<file path="config.mk">
export PLATFORM = sky130hd
export DESIGN_NAME = gci_std_display_vram_reader
export DESIGN_NICKNAME = d
export VERILOG_FILES = /design/src/rtl/gci_std_display_vram_reader.sv
export SDC_FILE = /design/constraint.sdc
export NUM_CORES = 1
export LEC_CHECK = 0
export ABC_AREA = 1
export BUFFER_PORTS_ARGS = -buffer_cell sky130_fd_sc_hd__buf_2
export CAP_MARGIN = 5
export CORE_AREA = 4 4 207 128
export DETAILED_ROUTE_END_ITERATION = 12
export DIE_AREA = 0 0 211 132
export GPL_ROUTABILITY_DRIVEN = 0
export MAX_ROUTING_LAYER = met4
export PLACE_DENSITY_LB_ADDON = 0.1
export RECOVER_POWER = 25
export SLEW_MARGIN = 25
export SYNTH_ARGS = -nofsm -noshare
export SYNTH_HDL_FRONTEND = slang
export SYNTH_SLANG_ARGS = --single-unit
export TNS_END_PERCENT = 20
</file>
<file path="constraint.sdc">
create_clock -name iCLOCK -period 3.5 [get_ports iCLOCK]
set_input_delay 0.35 -clock iCLOCK [delete_from_list [all_inputs] [get_ports iCLOCK]]
set_output_delay 0.35 -clock iCLOCK [all_outputs]
set_load 0.02 [all_outputs]
</file>
<file path="src/rtl/gci_std_display_vram_reader.sv">
// gci_std_display_vram_reader
// Scans the VRAM frame in linear address order, issues pipelined read
// requests and buffers the returned pixels in a credit-limited FIFO that
// the display timing drains one pixel per request.
//
// Handshake semantics:
//   VRAM request side: oVRAM_READ_REQ/oVRAM_READ_ADDR are registered and
//   hold stable while iVRAM_WAIT is high; a request is accepted on a rising
//   clock edge where oVRAM_READ_REQ && !iVRAM_WAIT. Returns arrive in
//   request order, one per cycle with iVRAM_READ_VALID, and cannot be
//   stalled. Display side: iDISP_REQ pops the FIFO head; the pixel shows on
//   oDISP_DATA with oDISP_VALID one cycle later (no same-cycle bypass).
// oDEBUG_STATE mirrors the control state (0 IDLE, 1 RUN, 2 DRAIN).
module gci_std_display_vram_reader #(
    parameter int P_PIXELS       = 307200,
    parameter int P_FIFO_DEPTH   = 16,
    parameter int P_FIFO_DEPTH_N = 4
) (
    input  logic        iCLOCK,
    input  logic        iRESET,
    input  logic        iDISP_ENA,
    input  logic        iDISP_VSYNC,
    input  logic        iDISP_REQ,
    output logic        oDISP_VALID,
    output logic [15:0] oDISP_DATA,
    output logic        oDISP_UNDERRUN,
    output logic        oVRAM_READ_REQ,
    output logic [18:0] oVRAM_READ_ADDR,
    input  logic        iVRAM_WAIT,
    input  logic        iVRAM_READ_VALID,
    input  logic [15:0] iVRAM_READ_DATA,
    output logic        oERR_SPURIOUS,
    output logic [1:0]  oDEBUG_STATE
);

    typedef enum logic [1:0] {
        S_IDLE  = 2'd0,
        S_RUN   = 2'd1,
        S_DRAIN = 2'd2
    } state_t;

    localparam logic [18:0]               L_FRAME_END = 19'(P_PIXELS);
    localparam logic [P_FIFO_DEPTH_N+1:0] L_DEPTH_EXT = (P_FIFO_DEPTH_N+2)'(P_FIFO_DEPTH);
    localparam logic [P_FIFO_DEPTH_N:0]   L_CNT_ONE   = (P_FIFO_DEPTH_N+1)'(1);
    localparam logic [P_FIFO_DEPTH_N-1:0] L_PTR_ONE   = (P_FIFO_DEPTH_N)'(1);

    // Registered state
    state_t                    r_state;
    logic [18:0]               r_addr;
    logic [P_FIFO_DEPTH_N:0]   r_outstanding;
    logic [P_FIFO_DEPTH_N:0]   r_fifo_count;
    logic [P_FIFO_DEPTH_N-1:0] r_wptr;
    logic [P_FIFO_DEPTH_N-1:0] r_rptr;
    logic [15:0]               r_mem [0:P_FIFO_DEPTH-1];
    logic                      r_req;
    logic                      r_disp_valid;
    logic [15:0]               r_disp_data;
    logic                      r_underrun;
    logic                      r_spurious;
    logic                      r_vsync_seen;

    // Per-cycle events and next-state values
    logic                      w_accept;
    logic                      w_ret;
    logic                      w_spurious;
    logic                      w_pop;
    logic                      w_empty_req;
    logic                      w_push;
    logic                      w_flush;
    logic                      w_req_next;
    logic                      w_vsync_seen_next;
    state_t                    w_state_next;
    logic [18:0]               w_addr_next;
    logic [P_FIFO_DEPTH_N:0]   w_outstanding_next;
    logic [P_FIFO_DEPTH_N:0]   w_fifo_count_next;
    logic [P_FIFO_DEPTH_N+1:0] w_credit_sum;

    assign w_accept    = r_req && !iVRAM_WAIT;
    assign w_ret       = iVRAM_READ_VALID && (r_outstanding != '0);
    assign w_spurious  = iVRAM_READ_VALID && (r_outstanding == '0);
    assign w_pop       = iDISP_REQ && (r_fifo_count != '0);
    assign w_empty_req = iDISP_REQ && (r_fifo_count == '0);

    assign w_outstanding_next = r_outstanding
                              + (w_accept ? L_CNT_ONE : '0)
                              - (w_ret    ? L_CNT_ONE : '0);

    // Next-state decode: vsync restarts the scan, and a frame restart with
    // reads still in flight detours through DRAIN so stale pixels are dropped.
    always_comb begin
        w_state_next      = r_state;
        w_addr_next       = w_accept ? (r_addr + 19'd1) : r_addr;
        w_flush           = 1'b0;
        w_vsync_seen_next = r_vsync_seen;
        case (r_state)
            S_IDLE: begin
                if (iDISP_VSYNC && iDISP_ENA) begin
                    w_addr_next  = '0;
                    w_flush      = 1'b1;
                    w_state_next = S_RUN;
                end
            end
            S_RUN: begin
                if (iDISP_VSYNC) begin
                    w_addr_next = '0;
                    w_flush     = 1'b1;
                end
                if (!iDISP_ENA || (iDISP_VSYNC && (w_outstanding_next != '0))) begin
                    w_state_next      = S_DRAIN;
                    w_vsync_seen_next = iDISP_VSYNC;
                end
            end
            S_DRAIN: begin
                if (iDISP_VSYNC) begin
                    w_addr_next       = '0;
                    w_flush           = 1'b1;
                    w_vsync_seen_next = 1'b1;
                end
                if (w_outstanding_next == '0) begin
                    w_state_next      = (iDISP_ENA && (r_vsync_seen || iDISP_VSYNC)) ? S_RUN : S_IDLE;
                    w_vsync_seen_next = 1'b0;
                end
            end
            default: begin
                w_state_next = S_IDLE;
            end
        endcase
    end

    // Returned data only enters the FIFO while scanning and not being flushed
    assign w_push = w_ret && (r_state == S_RUN) && !w_flush;

    assign w_fifo_count_next = w_flush ? '0
                             : (r_fifo_count
                                + (w_push ? L_CNT_ONE : '0)
                                - (w_pop  ? L_CNT_ONE : '0));

    // Credits: buffered plus in-flight pixels never exceed the FIFO depth
    assign w_credit_sum = {1'b0, w_fifo_count_next} + {1'b0, w_outstanding_next};
    assign w_req_next   = (w_state_next == S_RUN)
                       && (w_addr_next < L_FRAME_END)
                       && (w_credit_sum < L_DEPTH_EXT);

    // Pixel storage; contents are qualified by the pointers and need no reset
    always_ff @(posedge iCLOCK) begin
        if (w_push) begin
            r_mem[r_wptr] <= iVRAM_READ_DATA;
        end
    end

    // Control state, counters, pointers and registered outputs
    always_ff @(posedge iCLOCK or posedge iRESET) begin
        if (iRESET) begin
            r_state       <= S_IDLE;
            r_addr        <= '0;
            r_outstanding <= '0;
            r_fifo_count  <= '0;
            r_wptr        <= '0;
            r_rptr        <= '0;
            r_req         <= 1'b0;
            r_disp_valid  <= 1'b0;
            r_disp_data   <= '0;
            r_underrun    <= 1'b0;
            r_spurious    <= 1'b0;
            r_vsync_seen  <= 1'b0;
        end else begin
            r_state       <= w_state_next;
            r_addr        <= w_addr_next;
            r_outstanding <= w_outstanding_next;
            r_fifo_count  <= w_fifo_count_next;
            r_vsync_seen  <= w_vsync_seen_next;
            r_req         <= w_req_next;
            if (w_flush) begin
                r_wptr <= '0;
                r_rptr <= '0;
            end else begin
                if (w_push) begin
                    r_wptr <= r_wptr + L_PTR_ONE;
                end
                if (w_pop) begin
                    r_rptr <= r_rptr + L_PTR_ONE;
                end
            end
            r_disp_valid <= w_pop;
            if (w_pop) begin
                r_disp_data <= r_mem[r_rptr];
            end
            if (w_flush) begin
                r_underrun <= 1'b0;
            end else if (w_empty_req) begin
                r_underrun <= 1'b1;
            end
            if (w_spurious) begin
                r_spurious <= 1'b1;
            end
        end
    end

    assign oDISP_VALID     = r_disp_valid;
    assign oDISP_DATA      = r_disp_data;
    assign oDISP_UNDERRUN  = r_underrun;
    assign oVRAM_READ_REQ  = r_req;
    assign oVRAM_READ_ADDR = r_addr;
    assign oERR_SPURIOUS   = r_spurious;
    assign oDEBUG_STATE    = r_state;

endmodule

</file>
### Yosys cells after proc, flatten, opt, wreduce, memory -nomap -nowiden

Memories as Yosys holds them, arrays and structs flattened. A register that Yosys moved wholly into a read port is not among the register bits.
Cells that the tools add are included.

* bits in registers: 44
* bits in writable memories: 256
* output and inout port bits: 41
* memories: 1

Memories
* r_mem: depth 16, bits a word 16, rd ports 1, clocked after Yosys merged registers in 1, wr ports 1, RTL line 54 `logic [15:0] r_mem [0:P_FIFO_DEPTH-1];`

* add/sub/neg operators: 8
* order comparisons: 2
* equality and inequality tests: 5
* muxes and demuxes: 29
* reductions and logical operators: 30

Operators with widths (count)
* $mux 19: 3
* $pmux 19 s2: 1
* $add 19x1->19 const B: 1
* $lt 19x19->1 const B: 1
* $mux 4: 4
* $logic_not 5->1: 3
* $reduce_bool 5->1: 3
* $mux 1: 14
* $logic_and 1x1->1: 12
* $add 5x1->5: 2
* $sub 5x1->5: 2
* $add 4x1->4 const B: 2
* $reduce_bool 2->1: 4
* $add 5x5->6: 1
* $lt 6x5->1 const B: 1
* $mux 2: 3
* $pmux 2 s3: 1
* $mux 5: 1
* $eq 2x1->1 const B: 2
* $pmux 1 s2: 2
* $logic_not 1->1: 3
* $ne 3x3->1 const B: 1
* $reduce_and 3->1: 1
* $eq 2x2->1 const B: 1
* other kinds (4): 5

### Logic depth before layout (Yosys ltp)

Gate-level depths: netlist of run 1.

* word-level depth: 13
* depth in mapped cells: 24
* gate-level depth less buffers: 24

### Worst setup path after synthesis of run 1

Ideal clock, no wire load.

* path type: flip-flop to flip-flop
* from: register r_state[0] (netlist: oDEBUG_STATE[0])
* to: register r_req (netlist: oVRAM_READ_REQ)
* setup time: 0.071 ns
* data arrival time: 3.409 ns
* data required time: 3.429 ns
* path slack: 0.020 ns
* cell stages (with the launch flop): 24
* buffers on the path: 0
* period minus slack after synthesis: 3.480 ns
* cells stage by stage: dfrtp_1 > inv_1 > ha_1 > inv_1 > nand2_1 > nand3_1 > inv_1 > nor2_1 > inv_1 > ha_1 > inv_1 > ha_1 > fa_1 > nand2_1 > a21oi_1 > nor2_1 > xor2_1 > nor2_1 > ha_1 > nor2_1 > nand3_1 > nor2_1 > nand3_1 > nor2_1

* longest elaborated chain between the ends: 12

Ends and longest elaborated chain
* from (decl): RTL line 48 `state_t r_state;`
* from (signal assigned): RTL line 167 `r_state <= w_state_next;`
* $eq 2x1->1 / $eq 2x2->1 (equally long branches): RTL line 95, 131
* $reduce_or 2->1 (no source line)
* $pmux 1 s2: RTL line 95 `case (r_state)`
* $logic_not 1->1: RTL line 131 `assign w_push = w_ret && (r_state == S_RUN) && !w_flush;`
* $logic_and 1x1->1: RTL line 131
* $mux 1: RTL line 135 `+ (w_push ? L_CNT_ONE : '0)`
* $add 5x1->5: RTL line 135
* $sub 5x1->5: RTL line 136 `- (w_pop ? L_CNT_ONE : '0));`
* $mux 5 *: RTL line 133 `assign w_fifo_count_next = w_flush ? '0`
* named net w_fifo_count_next[4]: RTL line 75 `logic [P_FIFO_DEPTH_N:0] w_fifo_count_next;`
* $add 5x5->6 *: RTL line 139 `assign w_credit_sum = {1'b0, w_fifo_count_next} + {1'b0, w_outstanding_next};`
* $lt 6x5->1 *: RTL line 142 `&& (w_credit_sum < L_DEPTH_EXT);`
* $logic_and 1x1->1 *: RTL line 142
* named net w_req_next: RTL line 70 `logic w_req_next;`
* to (signal assigned): RTL line 172 `r_req <= w_req_next;`
* to (decl): RTL line 55 `logic r_req;`

The timed path passes the listed nets; every way through them passes the cells marked *.
A chain may end at the register's enable or synchronous reset.

### Worst setup path after layout of run 1

* from: register r_outstanding[2]
* to: register r_req (netlist: oVRAM_READ_REQ)

RTL lines
* from (decl): RTL line 50 `logic [P_FIFO_DEPTH_N:0] r_outstanding;`
* from (signal assigned): RTL line 169 `r_outstanding <= w_outstanding_next;`
* $reduce_bool 5->1: RTL line 79 `assign w_ret = iVRAM_READ_VALID && (r_outstanding != '0);`
* $logic_and 1x1->1: RTL line 79
* $logic_and 1x1->1 (2 in series): RTL line 131
* $mux 1: RTL line 135
* $add 5x1->5: RTL line 135
* $sub 5x1->5: RTL line 136
* $mux 5: RTL line 133
* named net w_fifo_count_next[4]: RTL line 75
* $add 5x5->6: RTL line 139
* $lt 6x5->1: RTL line 142
* $logic_and 1x1->1: RTL line 142
* named net w_req_next: RTL line 70

The timed path passes the listed nets, and every way through them passes these cells.

==> summary.md, run 1 <==
| Metric | Value |
|---|---|
| Die Ht | `132 microns` |
| CTS Root Cell | `clkbuf_16` |
| Critical path type | `flip-flop to flip-flop` |
| CP max-delay cell | `fa_2` |
| Initial DRT Pass Iterations | `6` |
| TritonCTS clock tree | `built` |
| Req. time, crit path | `between 3 and 4 ns` |
| Synthesized-area fraction occupied by and/or/nand/nor cells | `0.108` |
| H-tree levels | `1` |
| Vias/cell | `5.63` |
| Cell area after synthesis | `13400 sq um` |
| Worst Skew | `0.0119 ns` |
| DP Worst Slack | `0.165 ns` |
| Proportion of layout cells with a drive suffix above 1 | `0.143` |
| CP peak stage delay | `0.37 ns` |
| Final non-filler cell total | `1516` |
| Clk buf depth | `3` |
| Syn-to-layout area delta | `13.5%` |
| Via count | `8541` |
| Site row count | `45` |
| Fillers | `1956` |
| Status | `completed` |
| Largest net degree at the start of global routing | `80` |
| DR iter-0 viols | `958` |
| Floorplan core area | `roughly 25000 sq um` |
| Syn Inst Count | `1080` |
| Post-DP HPWL | `~19 mm` |
| Post-Route WL | `32.0 mm` |
| Clk sinks | `316` |
| DIE AREA | `around 28000 sq um` |
| CP Cell Sequence | `inv_1 -> ha_1 -> nand2_1 -> nor3_2 -> nor2_1 -> nand2_1 -> nor2_2 -> inv_1 -> ha_1 -> inv_1 -> ha_2 -> fa_2 -> nand2_1 -> a21oi_1 -> nor2_1 -> xor2_1 -> nor2_1 -> ha_1 -> nor2_1 -> nand3_1 -> nor2_1 -> nand3_1 -> nor2_1` |
| Largest family of logic cells by synthesized area | `simple AND/OR/NAND/NOR gates` |
| Final hold violation count | `0` |
| VDD IR-drop max | `roughly 0.55 mV` |
| Setup WS post-layout | `0.242 ns` |
| First-pass GRT wire length | `approximately 50 mm` |
| Number of buffers and inverters on the critical path | `3` |
| Yosys reg bits | `316` |
| Crit path capture type | `flip-flop` |
| Multiplexer area fraction after synthesis | `0.0292` |
| Remaining DRCs | `0` |
| Worst skew pair latency | `0.56 ns` |
| Crit path DAT | `about 3.8 ns` |
| CP max FO | `3` |
| Reg clk slew, reported paths | `0.06 ns` |
| Top cell by count, worst path | `nor2_1` |
| Initial antenna violation count | `1` |
| WL/cell | `21.1 microns` |
| Initial Util | `0.538` |
| Sequential area share after synthesis | `0.688` |
| Rel. slew slack | `0.382` |
| Final setup violation count | `0` |
| Vias in the first global route | `between 7000 and 8000` |
| Synth Area in Adders | `0.0273` |
| Synthesized Nets | `about 1100` |
| HP Class | `input port to flip-flop` |
| Final Cycle Share | `0.931` |
| Setup crit start kind | `flip-flop` |
| Slew @ Worst Pin | `between 0.9 and 1 ns` |
| Max Cap Viol | `0` |
| Compound-Gate Fraction of Synth Area | `0.102` |
| P per Cell Area | `748 nW/um^2` |
| Postcts setup bufs | `0` |
| GRT Resource Usage Total | `0.237` |
| RSZ-0062 raised after global routing | `true` |
| Buffers on Ports | `63` |
| Die Wd | `211 microns` |
| Dpl cells | `1459` |
| Minimum clock period | `3.26 ns` |
| Antenna Violating Nets Remaining | `0` |
| Delay-heaviest family, CP | `adder cells` |
| Netlist cell types | `41` |
| Grt ovf | `0` |
| Maximum clock rate | `just over 0.3 GHz` |
| Pins over their slew limit | `0` |
| Fin nets | `about 1200` |
| Synth Area in XOR/XNOR | `0.00328` |
| Synth warn | `0` |
| Syn Area/Cell | `12.4 sq um` |
| CTS buffer count | `30` |
| IO Pins | `64` |
| Leak pwr | `0.00567 uW` |
cell usage after synthesis:
library cell	number	area share
edfxtp_1	256	0.58
nor2_1	175	0.049
nand2_1	112	0.031
inv_1	82	0.023
o21ai_0	81	0.030
dfrtp_1	60	0.11
mux2i_1	39	0.029
o221ai_1	39	0.026
nand3_1	35	0.013
ha_1	26	0.024
o211ai_1	26	0.015
clkbuf_1	25	0.0070
o32ai_1	25	0.016
buf_2	19	0.0071
a21oi_1	18	0.0067
a31oi_1	9	0.0042
nor3_1	9	0.0034
nand4_1	7	0.0033
buf_4	3	0.0017
nor2_4	3	0.0025
xor2_1	3	0.0020
a21o_1	2	0.0011
buf_6	2	0.0017
clkbuf_4	2	0.0011
fa_1	2	0.0030
inv_2	2	0.00056
nand3_2	2	0.0015
o21ai_1	2	0.00075
xnor2_1	2	0.0013
a211oi_1	1	0.00056
a221oi_1	1	0.00066
and2_1	1	0.00047
buf_1	1	0.00028
clkinv_1	1	0.00028
nand3b_1	1	0.00056
nor2_2	1	0.00047
nor3_2	1	0.00075
nor3b_1	1	0.00056
nor4_1	1	0.00047
o21a_1	1	0.00056
or2_2	1	0.00047
worst reg2reg max path, delay by kind of cell (launching register included):
| family | cells | cell delay, ns |
|---|---|---|
| AO/OA/AOI/OAI | 1 | 0.06 |
| buffers and inverters | 3 | 0.15 |
| adder cells (fa/ha/maj) | 5 | 1.26 |
| flip-flops | 1 | 0.35 |
| AND/OR/NAND/NOR | 13 | 1.22 |
| XOR/XNOR | 1 | 0.16 |
state kept, by name (all words and copies together) (netlist names), 2 cells and up:
signal,flops
oDEBUG_STATE,2
oDISP_DATA,16
r_fifo_count,5
r_outstanding,5
r_wptr,4
r_rptr,4
oVRAM_READ_ADDR,19
r_mem,256
placed cells by master, fill, tap and decap left out, types with 3 or more instances in the layout:
cell type / count
buf_12: 3
nor2_4: 3
inv_1: 80
clkinv_1: 14
o211ai_1: 26
nand3_2: 4
ha_1: 25
dfrtp_1: 57
clkinv_2: 5
nand2_1: 112
clkbuf_16: 31
nand3_1: 33
buf_4: 36
nor2_2: 20
buf_2: 52
o221ai_1: 39
o32ai_1: 25
nor2_1: 156
a31oi_1: 9
nor3_1: 8
o21ai_0: 81
a21oi_1: 18
nand4_1: 7
clkbuf_1: 13
mux2i_1: 39
edfxtp_1: 256
inv_2: 3
layout make-up:
class	instances	area [sq um]	area share
Sequential cell	316	9200	0.606
Multi-Input combinational cell	627	3680	0.242
Clock buffer	33	783	0.0516
Timing Repair Buffer	104	652	0.0430
Tap cell	329	412	0.0271
Inverter	85	320	0.0211
Clock inverter	21	123	0.00809
Antenna cell	1	2.50	0.000165
metal layers:
layer	vias up	track usage	share of wire
li1	4076	-	-
met1	4151	0.383	0.50
met2	283	0.319	0.42
met3	31	0.0423	0.073
met4	0	0.0381	0.011
met5	-	-	0
per-stage QoR:
| stage | util | hold WS (ns) | power (uW) | instance area [sq um] | setup TNS (ns) |
|---|---|---|---|---|---|
| global placement | 0.573 | 0.448 | 8280 | 14200 | 0 |
| CTS | 0.609 | 0.0210 | 11400 | 15100 | 0 |
| global route | 0.611 | 0.0641 | 12100 | 15200 | -0.0632 |
| finish | 0.611 | 0.0717 | 11300 | 15200 | 0 |
| floorplan | - | 0.437 | 7210 | 13400 | 0 |
| detailed placement | 0.573 | 0.447 | 8320 | 14200 | 0 |
logic make-up after synthesis:
family,count (synthesis)
flip-flops,316
XOR/XNOR,5
AO/OA/AOI/OAI,205
adder cells (fa/ha/maj),28
buffers and inverters,137
AND/OR/NAND/NOR,350
multiplexers,39
repair_timing:
item,4_1_cts,5_1_grt
endpoints found under the setup margin,0,2
hold buffers,1,1
hold endpoints to repair,1,38
gates resized for setup,0,9
final timing paths:
kind                                                 start                    endpoint  slack [ns]  cells past startpoint
max in group asynchronous                           iRESET       r_rptr[0]$_DFFE_PP0P_        2.36                      4
worst max-delay path            r_outstanding[2]$_DFF_PP0_    oVRAM_READ_REQ$_DFF_PP0_        0.24                     23
worst max register to register  r_outstanding[2]$_DFF_PP0_    oVRAM_READ_REQ$_DFF_PP0_        0.24                     23
worst min register to register   oERR_SPURIOUS$_DFFE_PP0P_   oERR_SPURIOUS$_DFFE_PP0P_        0.47                      1
worst min-delay path                             iDISP_REQ  oDISP_UNDERRUN$_DFFE_PP0P_        0.07                      3
min in group asynchronous                           iRESET   oDEBUG_STATE[0]$_DFF_PP0_        0.46                      3
power breakdown:
part | switching (uW) | internal (uW)
clock network | 1350 | 1670
registers | 256 | 4340
logic | 2440 | 1280
(Power assumes the default switching activity.)
==> inputs of run 2 (changes only) <==
- HOLD_SLACK_MARGIN: not set -> 0.08
- SETUP_SLACK_MARGIN: not set -> 0.4
==> run 2 against run 1 <==
Effect of this change: combinational power up 4%; final cell count up 1.1%; core utilization up 1.1 points; die area unchanged; non-clock buffer count up 15; first-iteration DRC count down 4.8%; design area up 1.8%; global-route usage down 0.52 points; sequential share of layout area down 1.1 points; critical endpoint unchanged; highest routed layer unchanged.
==> summary.md, run 2 (synthesized netlist as in run 1, its figures left out) <==
| Metric | Value |
|---|---|
| Status | `completed (unchanged)` |
| CTS buffer count | `30 (unchanged)` |
| DIE AREA | `27900 sq um (unchanged)` |
| Maximum clock rate | `0.306 GHz (was 0.307 GHz)` |
| P per Cell Area | `761 nW/um^2 (was 748 nW/um^2)` |
| Ant diodes | `0 (was 1)` |
| Slew @ Worst Pin | `0.930 ns (was 0.921 ns)` |
| Post-Route WL | `31.9 mm (was 32.0 mm)` |
| Vias/cell | `5.75 (was 5.63)` |
| Critical Path Start | `r_outstanding[3]$_DFF_PP0_ (was r_outstanding[2]$_DFF_PP0_)` |
| Reg clk slew, reported paths | `0.06 ns (about the same)` |
| Final setup violation count | `0 (unchanged)` |
| Die Ht | `132 microns (unchanged)` |
| TritonCTS clock tree | `built (unchanged)` |
| CTS Root Cell | `clkbuf_16 (unchanged)` |
| Worst min-delay path startpoint | `iDISP_VSYNC (was iDISP_REQ)` |
| Reg2Reg Launch Point | `r_outstanding[3]$_DFF_PP0_ (was r_outstanding[2]$_DFF_PP0_)` |
| Final Cycle Share | `0.935 (was 0.931)` |
| H-tree levels | `1 (unchanged)` |
| Clk sinks | `316 (unchanged)` |
| Fin nets | `1230 (was 1215)` |
| GRT Resource Usage Total | `0.232 (was 0.237)` |
| Crit path capture type | `flip-flop (unchanged)` |
| HP Class | `input port to flip-flop (unchanged)` |
| Top cell by count, worst path | `nor2_1 (unchanged)` |
| Most frequent cells in the layout | `256 x edfxtp_1, 154 x nor2_1, 109 x nand2_1 (was 256 x edfxtp_1, 156 x nor2_1, 112 x nand2_1)` |
| VDD IR-drop max | `0.720 mV (was 0.552 mV)` |
| Remaining DRCs | `0 (unchanged)` |
| Commonest non-fill, non-tap cell in the layout | `edfxtp_1 (unchanged)` |
| Buffers on Ports | `63 (unchanged)` |
| RSZ-0062 raised after global routing | `true (unchanged)` |
| Pins over their slew limit | `0 (unchanged)` |
| Minimum clock period | `3.27 ns (was 3.26 ns)` |
| CP Cell Sequence | `inv_2 -> ha_4 -> nand2_4 -> nor3_4 -> nor2_2 -> nand2_2 -> nor2_4 -> inv_2 -> ha_4 -> inv_2 -> ha_4 -> fa_2 -> nand2_2 -> a21oi_2 -> nor2_1 -> xor2_1 -> nor2_1 -> ha_1 -> nor2_2 -> nand3_2 -> nor2_1 -> nand3_1 -> nor2_1 (was inv_1 -> ha_1 -> nand2_1 -> nor3_2 -> nor2_1 -> nand2_1 -> nor2_2 -> inv_1 -> ha_1 -> inv_1 -> ha_2 -> fa_2 -> nand2_1 -> a21oi_1 -> nor2_1 -> xor2_1 -> nor2_1 -> ha_1 -> nor2_1 -> nand3_1 -> nor2_1 -> nand3_1 -> nor2_1)` |
| Syn-to-layout area delta | `15.6% (was 13.5%)` |
| DP Area | `14200 sq um (about the same)` |
| Largest net degree at the start of global routing | `131 (was 80)` |
| Number of buffers and inverters on the critical path | `3 (unchanged)` |
| Worst skew pair latency | `0.55 ns (was 0.56 ns)` |
| Site row count | `45 (unchanged)` |
| Rel. slew slack | `0.376 (was 0.382)` |
| Max reg flops | `256 (unchanged)` |
| Req. time, crit path | `3.99 ns (about the same)` |
| CP max-delay cell | `fa_2 (unchanged)` |
| Vias in the first global route | `7995 (was 7926)` |
| Via count | `8815 (was 8541)` |
| Initial Util | `0.538 (unchanged)` |
| Die Wd | `211 microns (unchanged)` |
| CP max FO | `3 (unchanged)` |
| Flop2flop setup slack | `0.23 ns (was 0.24 ns)` |
| Setup crit start kind | `flip-flop (unchanged)` |
| Floorplan core area | `24800 sq um (unchanged)` |
| Initial antenna violation count | `0 (was 1)` |
| Proportion of layout cells with a drive suffix above 1 | `0.171 (was 0.143)` |
| Worst Skew | `0.0155 ns (was 0.0119 ns)` |
| Max Cap Viol | `0 (unchanged)` |
| Clk buf depth | `3 (unchanged)` |
| First-pass GRT wire length | `48.4 mm (was 49.2 mm)` |
| DR iter-0 viols | `912 (was 958)` |
| Crit path DAT | `3.76 ns (was 3.75 ns)` |
| CP peak stage delay | `0.39 ns (was 0.37 ns)` |
| Critical path type | `flip-flop to flip-flop (unchanged)` |
| WL/cell | `20.8 microns (was 21.1 microns)` |
| Register name with the most flops | `r_mem (unchanged)` |
| Final Cell Area | `15400 sq um (was 15200 sq um)` |
| Delay-heaviest family, CP | `adder cells (unchanged)` |
| Leak pwr | `0.00577 uW (was 0.00567 uW)` |
| IO Pins | `64 (unchanged)` |
| Grt ovf | `0 (unchanged)` |
| Initial DRT Pass Iterations | `5 (was 6)` |
| Antenna Violating Nets Remaining | `0 (unchanged)` |
| Post-DP HPWL | `19.4 mm (was 19.0 mm)` |
| Final hold violation count | `0 (unchanged)` |
| Setup TNS | `0 ns (unchanged)` |
| Overall power | `11800 uW (was 11300 uW)` |
-- run 2: changes by cell type in the layout (fill, tap and decap cells not counted), moves of 3 or more --
cell      change
clkbuf_1      +9
inv_2         +6
inv_1         -7
clkinv_1     -10
ha_1          -3
clkbuf_8      +4
clkinv_2      -3
nand2_1       -3
buf_4        +15
ha_4          +4
-- run 2: final timing paths --
check | endpoint | cells past startpoint
setup / recovery | oVRAM_READ_REQ$_DFF_PP0_ | 23
hold / removal | r_vsync_seen$_DFFE_PP0P_ | 3
setup reg to reg | oVRAM_READ_REQ$_DFF_PP0_ | 23
hold reg to reg | oERR_SPURIOUS$_DFFE_PP0P_ | 1
max in group asynchronous | r_rptr[0]$_DFFE_PP0P_ | 4
min in group asynchronous | oVRAM_READ_ADDR[2]$_DFF_PP0_ | 3
-- run 2: area by class of cell --
cell class,count,area (sq um)
clock buffer,46,872
tap,329,412
multi-input combinational,627,3770
clock inverter,10,113
fill,1924,9390
sequential,316,9200
inverter,85,324
timing repair buffer,119,754
-- run 2: timing repair --
action | CTS | global route
endpoints found under the setup margin | 4 | 4
hold endpoints to repair | 44 | 0
hold buffers | 3 | 0
pin swaps | 11 | 13
buffers inserted | 9 | 5
resized for setup | 9 | 14
-- run 2: metal layers --
metal | part of all wire | global-route usage | vias up
met2 | 0.44 | 0.323 | 297
met1 | 0.48 | 0.368 | 4375
met5 | 0 | - | -
met3 | 0.070 | 0.0397 | 31
li1 | - | - | 4112
met4 | 0.011 | 0.0320 | 0
-- run 2: through the flow --
stage                     setup slack (ns)  utilization  hold WS (ns)  instances
after floorplan                      0.400            -         0.437       1080
after global placement               0.153        0.574         0.444       1459
after detailed placement            0.0186        0.574         0.447       1459
after CTS                            0.230        0.619         0.143       1527
after global routing                0.0576        0.622         0.147       1532
final                                0.229        0.622         0.159       1532
-- run 2: report_power, final --
part | total (uW) | internal [uW] | switching [uW]
logic | 3860 | 1400 | 2460
registers | 4690 | 4340 | 343
clock network | 3210 | 1860 | 1350
-- run 2: worst reg2reg max path, stage by stage (launching register included) --
cell and delay (ns):
dfrtp_1 0.36, inv_2 0.06, ha_4 0.16, nand2_4 0.07, nor3_4 0.04, nor2_2 0.13, nand2_2 0.10, nor2_4 0.13
inv_2 0.05, ha_4 0.25, inv_2 0.04, ha_4 0.15, fa_2 0.39, nand2_2 0.09, a21oi_2 0.06, nor2_1 0.14
xor2_1 0.17, nor2_1 0.08, ha_1 0.30, nor2_2 0.10, nand3_2 0.08, nor2_1 0.09, nand3_1 0.07, nor2_1 0.10
==> inputs of run 3 (changes only) <==
- CORE_AREA: 4 4 207 128 -> 4 4 197 122
- DIE_AREA: 0 0 211 132 -> 0 0 201 126
- clock period: 3.5 -> 3.6 ns (I/O delays scaled with it)
==> run 3 against run 2 <==
Effect of this change: register-to-register slack improved by 0.17 ns; total power down 3.7%; design area down 0.73%; sequential share of layout area is 0.44 points higher; core utilization rose by 7.4 points; die area is 9.1% lower; final cell count decreased by 2.8%; wire length is 0.17% higher; worst setup slack better by 0.17 ns.
==> summary.md, run 3 (synthesized netlist as in run 1, its figures left out) <==
| Metric | Value |
|---|---|
| Ant diodes | `0 (unchanged)` |
| Buffers on Ports | `63 (unchanged)` |
| Status | `completed (unchanged)` |
| Reg2Reg Launch Point | `oDEBUG_STATE[0]$_DFF_PP0_ (was r_outstanding[3]$_DFF_PP0_)` |
| Max Cap Viol | `0 (unchanged)` |
| Clk buf depth | `3 (unchanged)` |
| Crit path DAT | `3.68 ns (was 3.76 ns)` |
| HP Class | `input port to flip-flop (unchanged)` |
| WHS Endpoint | `oVRAM_READ_ADDR[0]$_DFF_PP0_ (was r_vsync_seen$_DFFE_PP0P_)` |
| P per Cell Area | `738 nW/um^2 (was 761 nW/um^2)` |
| Initial Util | `0.607 (was 0.538)` |
| Initial DRT Pass Iterations | `5 (unchanged)` |
| Worst Skew | `0.0180 ns (was 0.0155 ns)` |
| IO Pins | `64 (unchanged)` |
| Fin nets | `1232 (was 1230)` |
| Clk sinks | `316 (unchanged)` |
| Post-DP HPWL | `19.6 mm (was 19.4 mm)` |
| Leak pwr | `0.00576 uW (was 0.00577 uW)` |
| Most frequent cells in the layout | `256 x edfxtp_1, 155 x nor2_1, 108 x nand2_1 (was 256 x edfxtp_1, 154 x nor2_1, 109 x nand2_1)` |
| Worst skew pair latency | `0.55 ns (about the same)` |
| Flop2flop setup slack | `0.40 ns (was 0.23 ns)` |
| Min-Delay Path Depth | `4 (was 3)` |
| Rel. slew slack | `0.525 (was 0.376)` |
| CTS Root Cell | `clkbuf_16 (unchanged)` |
| Register name with the most flops | `r_mem (unchanged)` |
| Minimum clock period | `3.20 ns (was 3.27 ns)` |
| TritonCTS clock tree | `built (unchanged)` |
| Die Ht | `126 microns (was 132 microns)` |
| Site row count | `42 (was 45)` |
| Grt ovf | `0 (unchanged)` |
| Initial antenna violation count | `0 (unchanged)` |
| DR iter-0 viols | `905 (was 912)` |
| Worst reg2reg path depth | `20 (was 23)` |
| Proportion of layout cells with a drive suffix above 1 | `0.175 (was 0.171)` |
| Post-Route WL | `31.9 mm (about the same)` |
| Max reg flops | `256 (unchanged)` |
| Req. time, crit path | `4.08 ns (was 3.99 ns)` |
| RSZ-0062 raised after global routing | `true (unchanged)` |
| Register Area | `9200 sq um (unchanged)` |
| Floorplan core area | `22000 sq um (was 24800 sq um)` |
| Maximum clock rate | `0.312 GHz (was 0.306 GHz)` |
| Multi-input logic area | `3780 sq um (was 3770 sq um)` |
| Antenna Violating Nets Remaining | `0 (unchanged)` |
| Slew @ Worst Pin | `0.712 ns (was 0.930 ns)` |
| Vias in the first global route | `8314 (was 7995)` |
| Final hold violation count | `0 (unchanged)` |
| Setup crit start kind | `flip-flop (unchanged)` |
| Die Wd | `201 microns (was 211 microns)` |
| DIE AREA | `25300 sq um (was 27900 sq um)` |
| Vias/cell | `5.98 (was 5.75)` |
| Critical path type | `flip-flop to flip-flop (unchanged)` |
| CP max FO | `5 (was 3)` |
| CTS buffer count | `28 (was 30)` |
| GRT Resource Usage Total | `0.256 (was 0.232)` |
| Pins over their slew limit | `0 (unchanged)` |
| Remaining DRCs | `0 (unchanged)` |
| VDD IR-drop max | `0.449 mV (was 0.720 mV)` |
| Final Cycle Share | `0.890 (was 0.935)` |
| Commonest non-fill, non-tap cell in the layout | `edfxtp_1 (unchanged)` |
| WL/cell | `21.4 microns (was 20.8 microns)` |
| Syn-to-layout area delta | `14.7% (was 15.6%)` |
| Via count | `8899 (was 8815)` |
| H-tree levels | `1 (unchanged)` |
| Worst min-delay path startpoint | `iVRAM_WAIT (was iDISP_VSYNC)` |
| Reg clk slew, reported paths | `0.07 ns (was 0.06 ns)` |
| Reg2reg end | `oVRAM_READ_REQ$_DFF_PP0_ (unchanged)` |
| First-pass GRT wire length | `49.0 mm (was 48.4 mm)` |
| Setup TNS | `0 ns (unchanged)` |
| Worst Hold Slack | `0.163 ns (was 0.159 ns)` |
| Final setup violation count | `0 (unchanged)` |
| Largest net degree at the start of global routing | `65 (was 131)` |
| Crit path capture type | `flip-flop (unchanged)` |
| Fillers | `1540 (was 1924)` |
[run 3: cell count changes in the layout (fill, tap and decap cells not counted), sizes merged]
cell      before  now
buf          105  108
clkinvlp       2    0
clkbuf        57   54
clkinv         7    9
[run 3: worst max-delay path by stage]
stage	from	endpoint	slack, ns	cells after the start
global route	oDEBUG_STATE[0]$_DFF_PP0_	oVRAM_READ_REQ$_DFF_PP0_	0.16	20
CTS	r_outstanding[3]$_DFF_PP0_	oVRAM_READ_REQ$_DFF_PP0_	0.39	23
global placement	r_outstanding[2]$_DFF_PP0_	oVRAM_READ_REQ$_DFF_PP0_	0.24	23
detailed placement	r_outstanding[3]$_DFF_PP0_	oVRAM_READ_REQ$_DFF_PP0_	0.17	23
floorplan	oDEBUG_STATE[0]$_DFF_PP0_	oVRAM_READ_REQ$_DFF_PP0_	0.44	23
finish	oDEBUG_STATE[0]$_DFF_PP0_	oVRAM_READ_REQ$_DFF_PP0_	0.40	20
[run 3: stage by stage]
stage	cell area (sq um)	utilization	cells	worst slack (ns)	total power [uW]
floorplan	13400	-	1080	0.443	7030
global placement	14100	0.641	1412	0.242	7960
detailed placement	14100	0.641	1412	0.170	8020
CTS	15200	0.691	1484	0.386	11100
global route	15300	0.696	1489	0.162	12000
finish	15300	0.696	1489	0.398	11300
[run 3: what timing repair did]
item | CTS | global route
endpoints found under the setup margin | 2 | 4
pin swaps | 11 | 12
endpoints found under the hold margin | 22 | 0
buffers inserted | 17 | 5
gates resized for setup | 11 | 18
hold buffers | 3 | 0
[run 3: area by class of cell]
type,instances,share of cell area
sequential,316,0.600
multi-input combinational,627,0.247
clock buffer,42,0.0531
timing repair buffer,123,0.0495
tap,286,0.0233
inverter,85,0.0210
clock inverter,10,0.00645
[run 3: where the power goes]
group | switching, uW | leakage, uW | internal [uW]
registers | 360 | 0.00306 | 4220
logic | 2370 | 0.00225 | 1390
clock network | 1280 | 0.000454 | 1700
total | 4000 | 0.00576 | 7310
[run 3: worst max-delay path, cell delays in order, from the launching register on]
cell	delay, ns
dfrtp_2	0.40
buf_4	0.14
ha_1	0.28
nand2_2	0.11
nor2_4	0.12
inv_2	0.06
ha_4	0.26
inv_2	0.04
ha_4	0.15
fa_2	0.35
nand2_2	0.08
a21oi_2	0.05
nor2_1	0.10
xor2_1	0.15
nor2_1	0.07
ha_1	0.28
nor2_1	0.12
nand3_1	0.10
nor2_1	0.11
nand3_1	0.07
nor2_1	0.10
[run 3: layer usage]
layer | GRT usage | vias to the layer above | part of all wire
met4 | 0.0437 | 0 | 0.014
li1 | - | 4114 | -
met1 | 0.403 | 4372 | 0.47
met2 | 0.355 | 369 | 0.43
met3 | 0.0509 | 44 | 0.087
met5 | - | - | 0
